$ cat src/rtl/xadc_drp_sequencer.sv
`timescale 1ns/1ps
// XADC DRP poller: each EOS starts a sweep of seven reads (TEMP..AUX15) and publishes the results.
// The first den follows EOS by 1 cycle, with one read in flight at a time; a missing drdy times out per channel, and an EOS while busy is queued one deep.
module xadc_drp_sequencer #(
  parameter int         TIMEOUT_CYCLES = 64,
  parameter logic [6:0] ADDR_TEMP      = 7'h00,
  parameter logic [6:0] ADDR_VCCINT    = 7'h01,
  parameter logic [6:0] ADDR_VCCBRAM   = 7'h06,
  parameter logic [6:0] ADDR_AUX6      = 7'h16,
  parameter logic [6:0] ADDR_AUX7      = 7'h17,
  parameter logic [6:0] ADDR_AUX14     = 7'h1E,
  parameter logic [6:0] ADDR_AUX15     = 7'h1F
) (
  input  logic        clk,
  input  logic        rst,
  input  logic        eos_in,
  input  logic        drdy_in,
  input  logic [15:0] do_in,
  output logic        den_out,
  output logic        dwe_out,
  output logic [6:0]  daddr_out,
  output logic [15:0] di_out,
  output logic [15:0] MEASURED_TEMP,
  output logic [15:0] MEASURED_VCCINT,
  output logic [15:0] MEASURED_VCCBRAM,
  output logic [15:0] MEASURED_AUX6,
  output logic [15:0] MEASURED_AUX7,
  output logic [15:0] MEASURED_AUX14,
  output logic [15:0] MEASURED_AUX15,
  output logic        sweep_done,
  output logic        timeout_err,
  output logic        overrun
);
  localparam int            CW       = (TIMEOUT_CYCLES > 2) ? $clog2(TIMEOUT_CYCLES) : 1;
  localparam logic [CW-1:0] CNT_LAST = CW'(TIMEOUT_CYCLES - 1);
  localparam logic [2:0]    LAST_IDX = 3'd6;

  typedef enum logic [1:0] {IDLE, ISSUE, WAIT, ADV} state_t;

  state_t        state_q, state_d;
  logic [2:0]    idx_q, idx_d;
  logic [CW-1:0] cnt_q;
  logic          pending_q;
  logic          timed_out;
  logic [15:0]   meas_q [7];

  function automatic logic [6:0] addr_of(input logic [2:0] i);
    case (i)
      3'd0:    addr_of = ADDR_TEMP;
      3'd1:    addr_of = ADDR_VCCINT;
      3'd2:    addr_of = ADDR_VCCBRAM;
      3'd3:    addr_of = ADDR_AUX6;
      3'd4:    addr_of = ADDR_AUX7;
      3'd5:    addr_of = ADDR_AUX14;
      default: addr_of = ADDR_AUX15;
    endcase
  endfunction

  // Last WAIT cycle of the budget with no drdy: abandon this channel.
  assign timed_out = (state_q == WAIT) && !drdy_in && (cnt_q == CNT_LAST);

  always_ff @(posedge clk or negedge rst) begin
    if (!rst) state_q <= IDLE;
    else      state_q <= state_d;
  end

  always_comb begin
    state_d = state_q;
    idx_d   = idx_q;
    case (state_q)
      IDLE: begin
        if (pending_q || eos_in) begin
          state_d = ISSUE;
          idx_d   = 3'd0;
        end
      end
      ISSUE: state_d = WAIT;
      WAIT: begin
        if (drdy_in || timed_out) state_d = ADV;
      end
      ADV: begin
        if (idx_q == LAST_IDX) begin
          state_d = IDLE;
        end else begin
          state_d = ISSUE;
          idx_d   = idx_q + 3'd1;
        end
      end
      default: state_d = IDLE;
    endcase
  end

  always_ff @(posedge clk or negedge rst) begin
    if (!rst) begin
      idx_q       <= 3'd0;
      cnt_q       <= '0;
      pending_q   <= 1'b0;
      daddr_out   <= 7'd0;
      sweep_done  <= 1'b0;
      timeout_err <= 1'b0;
      overrun     <= 1'b0;
      for (int i = 0; i < 7; i++) meas_q[i] <= 16'd0;
    end else begin
      idx_q      <= idx_d;
      sweep_done <= (state_q == ADV) && (idx_q == LAST_IDX);
      if (state_d == ISSUE) daddr_out <= addr_of(idx_d);
      if (state_q == ISSUE) cnt_q <= '0;
      else if ((state_q == WAIT) && !drdy_in && !timed_out) cnt_q <= cnt_q + 1'b1;
      if (timed_out) timeout_err <= 1'b1;
      if ((state_q == WAIT) && drdy_in) begin
        for (int i = 0; i < 7; i++) begin
          if (idx_q == 3'(i)) meas_q[i] <= do_in;
        end
      end
      // One-deep EOS queue; IDLE always consumes it.
      if (state_q == IDLE) begin
        pending_q <= 1'b0;
      end else if (eos_in) begin
        if (pending_q) overrun <= 1'b1;
        pending_q <= 1'b1;
      end
    end
  end

  assign den_out          = (state_q == ISSUE);
  assign dwe_out          = 1'b0;
  assign di_out           = 16'd0;
  assign MEASURED_TEMP    = meas_q[0];
  assign MEASURED_VCCINT  = meas_q[1];
  assign MEASURED_VCCBRAM = meas_q[2];
  assign MEASURED_AUX6    = meas_q[3];
  assign MEASURED_AUX7    = meas_q[4];
  assign MEASURED_AUX14   = meas_q[5];
  assign MEASURED_AUX15   = meas_q[6];

endmodule

$ cat config.mk
export PLATFORM = sky130hd
export DESIGN_NAME = xadc_drp_sequencer
export DESIGN_NICKNAME = d
export VERILOG_FILES = /design/src/rtl/xadc_drp_sequencer.sv
export SDC_FILE = /design/constraint.sdc
export NUM_CORES = 1
export LEC_CHECK = 0
export ABC_AREA = 1
export CORE_AREA = 2 2 106 108
export CTS_CLUSTER_DIAMETER = 50
export DETAILED_ROUTE_END_ITERATION = 10
export DIE_AREA = 0 0 108 110
export PLACE_DENSITY = 0.83
export SYNTH_ARGS = -nofsm -noshare
export SYNTH_HDL_FRONTEND = slang
export SYNTH_SLANG_ARGS = --single-unit
$ cat constraint.sdc
create_clock -name clk -period 3.44 [get_ports clk]
set_input_delay 0.516 -clock clk [delete_from_list [all_inputs] [get_ports clk]]
set_output_delay 0.516 -clock clk [all_outputs]
set_load 0.03 [all_outputs]
==> results of run 1 <==
stage by stage:
step | utilization (%) | worst slack (ns)
floorplan | - | 1.91
global placement | 62.0 | 1.33
detailed placement | 62.0 | 1.17
CTS | 67.5 | 1.01
global route | 67.5 | 0.957
finish | 67.5 | 1.04
synthesized netlist by cell type, types with 2 or more instances:
cell type,count
sky130_fd_sc_hd__nand3_1,10
sky130_fd_sc_hd__ha_1,10
sky130_fd_sc_hd__nand2_2,4
sky130_fd_sc_hd__nor2_2,4
sky130_fd_sc_hd__buf_2,15
sky130_fd_sc_hd__o21ai_0,49
sky130_fd_sc_hd__a21oi_1,53
sky130_fd_sc_hd__nand3_2,4
sky130_fd_sc_hd__nand2_1,97
sky130_fd_sc_hd__buf_4,24
sky130_fd_sc_hd__inv_1,35
sky130_fd_sc_hd__inv_2,2
sky130_fd_sc_hd__dfrtp_1,131
sky130_fd_sc_hd__o21ai_1,20
sky130_fd_sc_hd__nor2_1,58
flip-flops by register name (all words and copies together) (netlist names):
name              cells
MEASURED_VCCBRAM     16
overrun               1
timeout_err           1
daddr_out             4
MEASURED_VCCINT      16
MEASURED_AUX7        16
sweep_done            1
state_q               2
pending_q             1
MEASURED_AUX6        16
idx_q                 3
MEASURED_AUX14       16
MEASURED_TEMP        16
cnt_q                 6
MEASURED_AUX15       16
how the worst max path moves through the flow:
stage / slack (ns) / depth (start not counted) / to
detailed placement: 1.17 / 5 / MEASURED_AUX6[12]
finish: 1.04 / 3 / den_out
global route: 0.96 / 3 / den_out
floorplan: 1.91 / 10 / daddr_out[4]
global placement: 1.33 / 6 / MEASURED_AUX6[6]
CTS: 1.01 / 3 / den_out
cell type report:
class                   instances  area [sq um]
repair buffers                145          1440
multi-input cells             335          1600
well taps                     140           175
inverters                      37           139
flip-flops and latches        131          3280
clock inverters                11           126
clock buffers                  21           469
fillers                       837          3470
power groups by stage:
stage | registers [mW] | logic [mW] | clock network [mW]
after floorplan | 3.10 | 0.805 | 0
after global placement | 2.30 | 2.66 | 0
after detailed placement | 2.32 | 2.74 | 0
after CTS | 2.30 | 2.75 | 1.80
after global routing | 2.35 | 2.94 | 1.87
final | 2.31 | 2.73 | 1.77
logic make-up after synthesis:
kind of cell	count (synthesis)	synth area share, %
adders and majority gates	10	2.40
other	1	0.0720
DFF	131	62.9
AOI/OAI and AO/OA	126	12.5
and+or+nand+nor	179	14.2
xor gates and xnor gates	1	0.168
buffers and inverters	78	7.73
routing by layer:
| metal | up-vias | track usage [%] | wire, um |
|---|---|---|---|
| met5 | - | 0 | 0 |
| met4 | 0 | 7.42 | 226 |
| met3 | 19 | 6.11 | 894 |
| met2 | 158 | 40.5 | 6760 |
| met1 | 1968 | 26.3 | 5070 |
| li1 | 1941 | - | - |
==> qor.json, run 1 <==
{
  "reg2reg_to": "MEASURED_AUX6[5]",
  "synth_cell_type_count": 25,
  "grt_use_total_pct": 22.6,
  "initial_utilization_pct": 48.7,
  "endpoint_required_time_on_the_critical_path_ns": 2.92,
  "worst_ir_drop_vdd_mv": 0.598,
  "p_leak_nw": 3.41,
  "stdcell_area_sq_mm": 0.00722,
  "clock_power_share_pct": 25.9,
  "drive_gt1_share_pct": 8.24,
  "nNetsFinal": 697,
  "synthesis.instances": 526,
  "number_of_iterations_in_the_first_detailed_routing_pass": 4,
  "syn-cell-area_sq_mm": 0.00521,
  "core_region_sq_mm": 0.0107,
  "drc": 0,
  "hold_viol_final": 0,
  "origin_of_the_worst_setup_path": "state_q[1]",
  "cts.root.buffer_cell": "sky130_fd_sc_hd__clkbuf_8",
  "crit_path_max_incr_delay_ns": 0.69,
  "drt-vias-per-instance": 4.98,
  "areaGrowthSynthToFinish_pct": 38.7,
  "rr_startpoint": "state_q[0]",
  "synth_area_leader_cell": "sky130_fd_sc_hd__dfrtp_1",
  "reg2reg_setup_slack_ns": 1.36,
  "post_synthesis_sequential_area_ratio_pct": 62.9,
  "ratio_of_total_power_to_cell_area_mw_per_mm2": 942,
  "slew_margin_rel_pct": 39.1,
  "status": "finished, final reports clean",
  "cap_violations": 0,
  "number_of_global_route_vias_before_repair": 4015,
  "max_slew.worst_pin.slew_ns": 0.914,
  "synth.top_cells.by_area": "sky130_fd_sc_hd__dfrtp_1, sky130_fd_sc_hd__nand2_1, sky130_fd_sc_hd__a21oi_1",
  "holdCritPathClass": "in2async",
  "final_common_cell": "sky130_fd_sc_hd__clkdlybuf4s50_1",
  "clockBufferDepth": 2,
  "combPwrFrac_pct": 40.2,
  "tritoncts_num_sinks": 131,
  "post_cts.repair.setup_buffers": 0,
  "chipHeight_um": 110,
  "routed-via-count": 4086,
  "yosys_warnings": 0,
  "cts.repair.resized": 0,
  "ys_async_sr_fraction_pct": 100,
  "detail-route-antenna-nets": 0,
  "crit_arrival_ns": 1.89,
  "htreeDepth": 4,
  "grt_antenna_before_repair": 0,
  "internal_power_mw": 4.16,
  "crit_path_max_fanout": 3,
  "num_antenna_cells": 0,
  "cts.clk_slew.worst_paths_ns": 0.06,
  "dpl.cell_count": 788,
  "unrepaired_setup_endpoints_after_global_routing": "no",
  "grt_pass1_wl_mm": 20.3,
  "layout_worst_path_cycle_share_pct": 69.9,
  "tns_ns": 0,
  "timing.final.setup_violations": 0,
  "postCtsHoldBufs": 0,
  "routed_wl_mm": 12.9,
  "power_mw": 6.81,
  "clock.fmax_ghz": 0.416,
  "grt_overflow": 0,
  "sequentialPowerShare_pct": 33.9,
  "place_area_sq_mm": 0.00663,
  "switchingPower_mw": 2.64,
  "syn_area_per_cell_sq_um": 9.90,
  "cts-buffers-inserted": 17,
  "cp-end-kind": "output pin",
  "drt_iter0_drc": 247,
  "boundaryPins": 160,
  "worst_r2r_path_depth": 6,
  "worst_path_max_delay_cell": "sky130_fd_sc_hd__clkdlybuf4s50_1",
  "critPathBufInv": 2,
  "setup.worst_path.start_class": "register",
  "die_footprint_sq_mm": 0.0119,
  "critical_path.cell_chain": "inv_1 > ha_1 > clkdlybuf4s50_1",
  "die_w_um": 108,
  "worst_hold_slack_ns": 0.0637,
  "clock_insertion_delay_worst_skew_ns": 0.52,
  "clock_skew_ns": 0.00881,
  "num_rows": 38,
  "finalWorstPathRequiredPeriod_ns": 2.40,
  "synth-seq-cells": 131,
  "post_layout_nonfiller_instances": 820,
  "crit_type": "reg2out",
  "gpl.final_weighted_congestion": 0.864,
  "number_of_enable_flip_flop_cells_after_synthesis": 0,
  "most-common-layout-cells": "sky130_fd_sc_hd__clkdlybuf4s50_1, sky130_fd_sc_hd__dfrtp_1, sky130_fd_sc_hd__nand2_1",
  "slew_violations": 0,
  "place.detailed.hpwl_mm": 9.21,
  "crit_family": "buffers and inverters",
  "avgRoutedWirePerCell_um": 15.8,
  "buffer_ports.inserted": 140,
  "cts_tree": "built",
  "grt_start_max_net_pins": 103,
  "synth_top_cell_area_share_pct": 62.9,
  "p_sw_share_pct": 38.8,
  "synth-main-ff-cell": "sky130_fd_sc_hd__dfrtp_1"
}
Note: power is estimated with default switching activity, not from simulation.
==> inputs of run 2 (changes only) <==
--- a/config.mk
+++ b/config.mk
@@ -6,11 +6,11 @@
 export NUM_CORES = 1
 export LEC_CHECK = 0
 export ABC_AREA = 1
-export CORE_AREA = 2 2 106 108
+export CORE_AREA = 2 2 115 117
 export CTS_CLUSTER_DIAMETER = 50
 export DETAILED_ROUTE_END_ITERATION = 10
-export DIE_AREA = 0 0 108 110
-export PLACE_DENSITY = 0.83
+export DIE_AREA = 0 0 117 119
+export PLACE_DENSITY = 0.75
 export SYNTH_ARGS = -nofsm -noshare
 export SYNTH_HDL_FRONTEND = slang
 export SYNTH_SLANG_ARGS = --single-unit
==> constraint.sdc (replaced) <==
create_clock -name clk -period 2.2 [get_ports clk]
set_input_delay 0.33 -clock clk [delete_from_list [all_inputs] [get_ports clk]]
set_output_delay 0.33 -clock clk [all_outputs]
set_load 0.03 [all_outputs]
==> run 2 against run 1 <==
  * Clock power rose by 47%
  * Count of clock-buffer cells in the layout rose by 5
  * Combinational power rose by 56%
  * Global-route usage fell by 3.3 points
  * Routed wire length fell by 1.2%
  * Sequential share of layout area fell by 0.32 points
  * Sequential power rose by 55%
  * Highest routed layer unchanged
==> qor.json, run 2 (synthesis gave the netlist of run 1 again) <==
{
  "status": "finished, final reports clean",
  "clock_insertion_delay_worst_skew": {"value": 0.41, "unit": "ns", "change": "-0.11 ns"},
  "ratio_of_total_power_to_cell_area": {"value": 1440, "unit": "mW/mm^2", "change": "+53%"},
  "hold_viol_final": {"value": 0, "change": "unchanged"},
  "routed_wl": {"value": 12.8, "unit": "mm", "change": "-1.2%"},
  "tns": {"value": 0, "unit": "ns", "change": "unchanged"},
  "gpl.final_weighted_congestion": {"value": 0.857, "change": "-0.79%"},
  "endpoint_required_time_on_the_critical_path": {"value": 1.87, "unit": "ns", "change": "-1.05 ns"},
  "worst_r2r_path_depth": {"value": 6, "change": "unchanged"},
  "rr_startpoint": "state_q[0]",
  "cap_violations": {"value": 0, "change": "unchanged"},
  "number_of_iterations_in_the_first_detailed_routing_pass": {"value": 4, "change": "unchanged"},
  "routed-via-count": {"value": 4034, "change": "-1.3%"},
  "grt_overflow": {"value": 0, "change": "unchanged"},
  "power": {"value": 10.5, "unit": "mW", "change": "+54%"},
  "cts.root.buffer_cell": "sky130_fd_sc_hd__clkbuf_16",
  "worst_ir_drop_vdd": {"value": 0.614, "unit": "mV", "change": "+2.6%"},
  "num_rows": {"value": 42, "change": "+11%"},
  "grt_use_total": {"value": 19.3, "unit": "%", "change": "-3.3 points"},
  "unrepaired_setup_endpoints_after_global_routing": "no",
  "slew_margin_rel": {"value": 64.0, "unit": "%", "change": "+25 points"},
  "worst_hold_slack": {"value": 0.436, "unit": "ns", "change": "+0.372 ns"},
  "chipHeight": {"value": 119, "unit": "um", "change": "+8.2%"},
  "cts.clk_slew.worst_paths": {"value": 0.05, "unit": "ns", "change": "about the same"},
  "most-common-layout-cells": "sky130_fd_sc_hd__clkdlybuf4s50_1, sky130_fd_sc_hd__dfrtp_1, sky130_fd_sc_hd__nand2_1",
  "clock.fmax_ghz": 0.475,
  "areaGrowthSynthToFinish_pct": 39.7,
  "clockBufferDepth": {"value": 2, "change": "unchanged"},
  "holdCritPathClass": "in2async",
  "crit_path_max_fanout": {"value": 3, "change": "unchanged"},
  "critical_path.cell_chain": "inv_1 > ha_1 > clkdlybuf4s50_1",
  "grt_start_max_net_pins": {"value": 59, "change": "-43%"},
  "cp-end-kind": "output pin",
  "place.detailed.hpwl": {"value": 9.34, "unit": "mm", "change": "+1.4%"},
  "reg2reg_to": "MEASURED_TEMP[14]",
  "boundaryPins": {"value": 160, "change": "unchanged"},
  "number_of_global_route_vias_before_repair": {"value": 3882, "change": "-3.3%"},
  "cts.repair.resized": {"value": 0, "change": "unchanged"},
  "max_slew.worst_pin.slew": {"value": 0.539, "unit": "ns", "change": "-0.375 ns"},
  "htreeDepth": {"value": 4, "change": "unchanged"},
  "reg2reg_setup_slack": {"value": 0.33, "unit": "ns", "change": "-1.03 ns"},
  "setup.worst_path.start_class": "register",
  "critPathBufInv": {"value": 2, "change": "unchanged"},
  "drt_iter0_drc": {"value": 281, "change": "+14%"},
  "num_antenna_cells": {"value": 0, "change": "unchanged"},
  "worst_path_max_delay_cell": "sky130_fd_sc_hd__clkdlybuf4s50_1",
  "drc": {"value": 0, "change": "unchanged"},
  "slew_violations": {"value": 0, "change": "unchanged"},
  "drive_gt1_share": {"value": 7.89, "unit": "%", "change": "-0.34 points"},
  "grt_antenna_before_repair": {"value": 0, "change": "unchanged"},
  "grt_pass1_wl": {"value": 20.3, "unit": "mm", "change": "about the same"},
  "final_common_cell": "sky130_fd_sc_hd__clkdlybuf4s50_1",
  "core_region": {"value": 0.0129, "unit": "sq mm", "change": "+20%"},
  "cts-buffers-inserted": {"value": 17, "change": "unchanged"},
  "timing.final.setup_violations": {"value": 0, "change": "unchanged"},
  "layout_worst_path_cycle_share_pct": 95.7,
  "tritoncts_num_sinks": {"value": 131, "change": "unchanged"},
  "buffer_ports.inserted": {"value": 140, "change": "unchanged"},
  "crit_arrival": {"value": 1.78, "unit": "ns", "change": "-0.11 ns"},
  "die_footprint": {"value": 0.0139, "unit": "sq mm", "change": "+17%"},
  "cts_tree": "built",
  "nNetsFinal": {"value": 702, "change": "+0.72%"},
  "crit_family": "buffers and inverters",
  "drt-vias-per-instance": {"value": 4.69, "change": "-5.9%"},
  "finish.utilization": {"value": 56.5, "unit": "%", "change": "-11 points"},
  "crit_path_max_incr_delay": {"value": 0.69, "unit": "ns", "change": "about the same"},
  "initial_utilization": {"value": 40.5, "unit": "%", "change": "-8.2 points"},
  "avgRoutedWirePerCell": {"value": 14.9, "unit": "um", "change": "-5.8%"},
  "die_w": {"value": 117, "unit": "um", "change": "+8.3%"},
  "detail-route-antenna-nets": {"value": 0, "change": "unchanged"},
  "finalWorstPathRequiredPeriod_ns": 2.11,
  "clock_skew": {"value": 0.00640, "unit": "ns", "change": "-0.00241 ns"},
  "p_leak": {"value": 3.43, "unit": "nW", "change": "+0.51%"},
  "crit_type": "reg2out"
}
## run 2: worst register-to-register path, delay by kind of cell (launching register included)
kind	cells	cell delay [ns]
adders and majority gates	1	0.21
AOI/OAI and AO/OA	1	0.38
and+or+nand+nor	2	0.53
DFF	1	0.41
buffers and inverters	2	0.24
## run 2: how the worst max path moves through the flow
stage	start	to	slack, ns	cells past startpoint
2_1_floorplan	state_q[0]	daddr_out[4]	0.67	10
3_3_place_gp	drdy_in	MEASURED_TEMP[6]	0.35	6
3_5_place_dp	drdy_in	MEASURED_TEMP[14]	0.21	5
4_1_cts	state_q[1]	den_out	0.06	3
5_1_grt	state_q[1]	den_out	0.02	3
6_report	state_q[1]	den_out	0.09	3
## run 2: through the flow
stage	area [sq um]	instances	setup slack (ns)
finish	7270	860	0.0946
global route	7270	860	0.0182
CTS	7270	860	0.0605
detailed placement	6720	828	0.206
global placement	6720	828	0.354
floorplan	5280	544	0.665
## run 2: routing by layer
metal  wire length, um  vias to the layer above  share of wire [%]  global-route usage [%]
met1              5190                     1937                 41                    23.3
met5                 0                        -                  0                       0
li1                  -                     1943                  -                       -
met2              6570                      134                 51                    31.6
met4               216                        0                1.7                    7.28
met3               814                       20                6.4                    6.51
## run 2: final cells by class
| class | instances | area [sq um] |
|---|---|---|
| Sequential cell | 131 | 3280 |
| Timing Repair Buffer | 150 | 1490 |
| Fill cell | 1129 | 5600 |
| Multi-Input combinational cell | 335 | 1600 |
| Clock buffer | 26 | 499 |
| Tap cell | 176 | 220 |
| Inverter | 37 | 139 |
| Clock inverter | 5 | 50.0 |
## run 2: repair_timing
item,4_1_cts,5_1_grt
setup buffers,0,0
hold buffers,1,0
hold endpoints to repair,55,0
setup endpoints to repair,0,0
## run 2: power by group
group          internal [mW]  switching (mW)  total (mW)
combinational           1.65            2.62        4.27
sequential              3.13           0.456        3.59
clock                   1.66           0.939        2.60
==> inputs of run 3 (changes only) <==
--- a/config.mk
+++ b/config.mk
@@ -8,9 +8,11 @@
 export ABC_AREA = 1
 export CORE_AREA = 2 2 115 117
 export CTS_CLUSTER_DIAMETER = 50
+export CTS_CLUSTER_SIZE = 40
 export DETAILED_ROUTE_END_ITERATION = 10
 export DIE_AREA = 0 0 117 119
 export PLACE_DENSITY = 0.75
+export SETUP_SLACK_MARGIN = 0.1
 export SYNTH_ARGS = -nofsm -noshare
 export SYNTH_HDL_FRONTEND = slang
 export SYNTH_SLANG_ARGS = --single-unit
==> run 3 against run 2 <==
  * Die area is the same
  * Total power hardly changed
  * Via count decreased by 0.40%
  * Final cell count did not move
  * Non-clock buffer count unchanged
  * Worst hold slack gained 0.0046 ns
  * Register-to-register slack gained 0.15 ns
  * Count of clock-buffer cells in the layout unchanged
  * Clock skew about the same
  * Routed wire length shrank 0.26%
  * Critical endpoint is now MEASURED_TEMP[15]
==> qor.json, run 3 (synthesis gave the netlist of run 1 again) <==
{
  "timing.final.setup_violations": {"value": 0, "change": "unchanged"},
  "groute.layer.met1.usage": {"value": 23.3, "unit": "%", "change": "unchanged"},
  "drive_gt1_share": {"value": 7.89, "unit": "%", "change": "unchanged"},
  "die_w": {"value": 117, "unit": "um", "change": "unchanged"},
  "ratio_of_total_power_to_cell_area": {"value": 1440, "unit": "mW/mm^2", "change": "about the same"},
  "num_antenna_cells": {"value": 0, "change": "unchanged"},
  "status": "finished, final reports clean",
  "clock.fmax": {"value": 0.547, "unit": "GHz", "change": "+15%"},
  "cts-buffers-inserted": {"value": 17, "change": "unchanged"},
  "max_slew.worst_pin.slew": {"value": 0.538, "unit": "ns", "change": "-0.000844 ns"},
  "origin_of_the_worst_setup_path": "MEASURED_TEMP[15]",
  "grt_most_used_layer": "met2",
  "htreeDepth": {"value": 4, "change": "unchanged"},
  "critical_path.cell_chain": "clkdlybuf4s50_1",
  "worst_path_max_delay_cell": "sky130_fd_sc_hd__clkdlybuf4s50_1",
  "routed_wl": {"value": 12.8, "unit": "mm", "change": "-0.26%"},
  "slew_violations": {"value": 0, "change": "unchanged"},
  "worst_r2r_path_depth": {"value": 8, "change": "+2"},
  "clock_insertion_delay_worst_skew": {"value": 0.40, "unit": "ns", "change": "about the same"},
  "tritoncts_num_sinks": {"value": 131, "change": "unchanged"},
  "hold_viol_final": {"value": 0, "change": "unchanged"},
  "drt-vias-per-instance": {"value": 4.67, "change": "-0.40%"},
  "clock_skew": {"value": 0.00599, "unit": "ns", "change": "-0.000411 ns"},
  "cap_violations": {"value": 0, "change": "unchanged"},
  "place.detailed.hpwl": {"value": 9.34, "unit": "mm", "change": "unchanged"},
  "final_common_cell": "sky130_fd_sc_hd__clkdlybuf4s50_1",
  "drt_iter0_drc": {"value": 283, "change": "+0.71%"},
  "initial_utilization": {"value": 40.5, "unit": "%", "change": "unchanged"},
  "power": {"value": 10.5, "unit": "mW", "change": "about the same"},
  "reg2reg_to": "daddr_out[2]",
  "internal_power": {"value": 6.44, "unit": "mW", "change": "about the same"},
  "core_region": {"value": 0.0129, "unit": "sq mm", "change": "unchanged"},
  "avgRoutedWirePerCell": {"value": 14.8, "unit": "um", "change": "-0.26%"},
  "tns": {"value": 0, "unit": "ns", "change": "unchanged"},
  "slew_margin_rel": {"value": 64.1, "unit": "%", "change": "about the same"},
  "clockBufferDepth": {"value": 2, "change": "unchanged"},
  "holdCritPathClass": "in2async",
  "boundaryPins": {"value": 160, "change": "unchanged"},
  "p_sw_share": {"value": 38.4, "unit": "%", "change": "about the same"},
  "combPwrFrac": {"value": 40.8, "unit": "%", "change": "about the same"},
  "reg2reg_setup_slack": {"value": 0.48, "unit": "ns", "change": "+0.15 ns"},
  "grt_pass1_wl": {"value": 20.3, "unit": "mm", "change": "unchanged"},
  "timing.critical_path.depth": {"value": 1, "change": "-2"},
  "layout_worst_path_cycle_share": {"value": 83.2, "unit": "%", "change": "-13 points"},
  "detail-route-antenna-nets": {"value": 0, "change": "unchanged"},
  "grt_overflow": {"value": 0, "change": "unchanged"},
  "finalWorstPathRequiredPeriod": {"value": 1.83, "unit": "ns", "change": "-0.276 ns"},
  "grt_use_total": {"value": 19.3, "unit": "%", "change": "unchanged"},
  "clock_power_share": {"value": 24.8, "unit": "%", "change": "about the same"},
  "crit_arrival": {"value": 1.50, "unit": "ns", "change": "-0.28 ns"},
  "met2_usage": {"value": 31.6, "unit": "%", "change": "unchanged"},
  "cts.clk_slew.worst_paths": {"value": 0.05, "unit": "ns", "change": "about the same"},
  "drc": {"value": 0, "change": "unchanged"},
  "critPathBufInv": {"value": 1, "change": "-1"},
  "unrepaired_setup_endpoints_after_global_routing": "no",
  "gpl.final_weighted_congestion": {"value": 0.857, "change": "unchanged"},
  "crit_path_max_fanout": {"value": 2, "change": "-1"},
  "switchingPower": {"value": 4.01, "unit": "mW", "change": "about the same"},
  "routed-via-count": {"value": 4018, "change": "-0.40%"},
  "worst_ir_drop_vdd": {"value": 0.613, "unit": "mV", "change": "-0.12%"},
  "number_of_global_route_vias_before_repair": {"value": 3882, "change": "unchanged"},
  "endpoint_required_time_on_the_critical_path": {"value": 1.87, "unit": "ns", "change": "about the same"},
  "most-common-layout-cells": "sky130_fd_sc_hd__clkdlybuf4s50_1, sky130_fd_sc_hd__dfrtp_1, sky130_fd_sc_hd__nand2_1",
  "nNetsFinal": {"value": 702, "change": "unchanged"},
  "finish.utilization": {"value": 56.6, "unit": "%", "change": "about the same"},
  "chipHeight": {"value": 119, "unit": "um", "change": "unchanged"},
  "setup.worst_path.end": "MEASURED_TEMP[15]",
  "cts.root.buffer_cell": "sky130_fd_sc_hd__clkbuf_16",
  "grt_start_max_net_pins": {"value": 59, "change": "unchanged"},
  "die_footprint": {"value": 0.0139, "unit": "sq mm", "change": "unchanged"},
  "p_leak": {"value": 3.43, "unit": "nW", "change": "+0.10%"},
  "crit_type": "reg2out",
  "number_of_iterations_in_the_first_detailed_routing_pass": {"value": 4, "change": "unchanged"},
  "cp-end-kind": "output pin",
  "sequentialPowerShare": {"value": 34.3, "unit": "%", "change": "about the same"},
  "groute.layer.met3.usage": {"value": 6.51, "unit": "%", "change": "unchanged"},
  "crit_path_max_incr_delay": {"value": 0.74, "unit": "ns", "change": "+0.05 ns"},
  "grt_antenna_before_repair": {"value": 0, "change": "unchanged"},
  "rr_startpoint": "state_q[0]",
  "areaGrowthSynthToFinish": {"value": 39.8, "unit": "%", "change": "about the same"},
  "crit_family": "buffers and inverters",
  "num_rows": {"value": 42, "change": "unchanged"},
  "cts_tree": "built",
  "setup.worst_path.start_class": "register",
  "buffer_ports.inserted": {"value": 140, "change": "unchanged"}
}
-- run 3: worst min-delay path by stage --
stage	from	to	slack (ns)	depth (start not counted)
after CTS	rst	daddr_out[0]	0.47	2
after global placement	rst	daddr_out[4]	0.33	1
after global routing	overrun	overrun	0.49	1
after detailed placement	rst	daddr_out[0]	0.33	1
after floorplan	rst	MEASURED_AUX14[0]	0.03	0
final	rst	daddr_out[0]	0.44	2
-- run 3: through the flow --
| step | area (sq um) | hold slack, ns | setup slack [ns] | instances |
|---|---|---|---|---|
| 2_1_floorplan | 5280 | 0.0344 | 0.665 | 544 |
| 3_3_place_gp | 6720 | 0.326 | 0.354 | 828 |
| 3_5_place_dp | 6720 | 0.330 | 0.206 | 828 |
| 4_1_cts | 7270 | 0.467 | 0.310 | 860 |
| 5_1_grt | 7280 | 0.489 | 0.287 | 860 |
| 6_report | 7280 | 0.440 | 0.371 | 860 |
-- run 3: power groups by stage --
stage	registers (mW)	logic, mW	clock network [mW]
after floorplan	4.85	1.26	0
after global placement	3.59	4.20	0
after detailed placement	3.62	4.29	0
after global routing	3.66	4.61	2.77
after CTS	3.59	4.30	2.66
final	3.59	4.27	2.60
-- run 3: cell type report --
class / instances / area, sq um
fillers: 1128 / 5590
flip-flops and latches: 131 / 3280
multi-input cells: 335 / 1600
repair buffers: 150 / 1490
clock buffers: 26 / 499
well taps: 176 / 220
inverters: 37 / 139
clock inverters: 5 / 50.0
-- run 3: per-layer routing --
metal / part of all wire, % / wire [um] / vias up
met2: 52 / 6610 / 128
met4: 1.4 / 179 / 0
met5: 0 / 0 / -
met1: 41 / 5200 / 1929
met3: 6.0 / 767 / 18
li1: - / - / 1943
-- run 3: worst reg2reg max path: cells and delay by family (launching register included) --
family / cells / cell delay, ns
adder cells (fa/ha/maj): 1 / 0.38
flip-flops: 1 / 0.39
buffers and inverters: 3 / 0.35
AND/OR/NAND/NOR: 2 / 0.19
AO/OA/AOI/OAI: 2 / 0.30
-- run 3: timing repair --
item / in CTS / in global routing
endpoints found under the hold margin: 55 / 0
endpoints found under the setup margin: 1 / 2
buffers inserted: 0 / 0
hold buffers: 1 / 0
gates resized for setup: 1 / 1
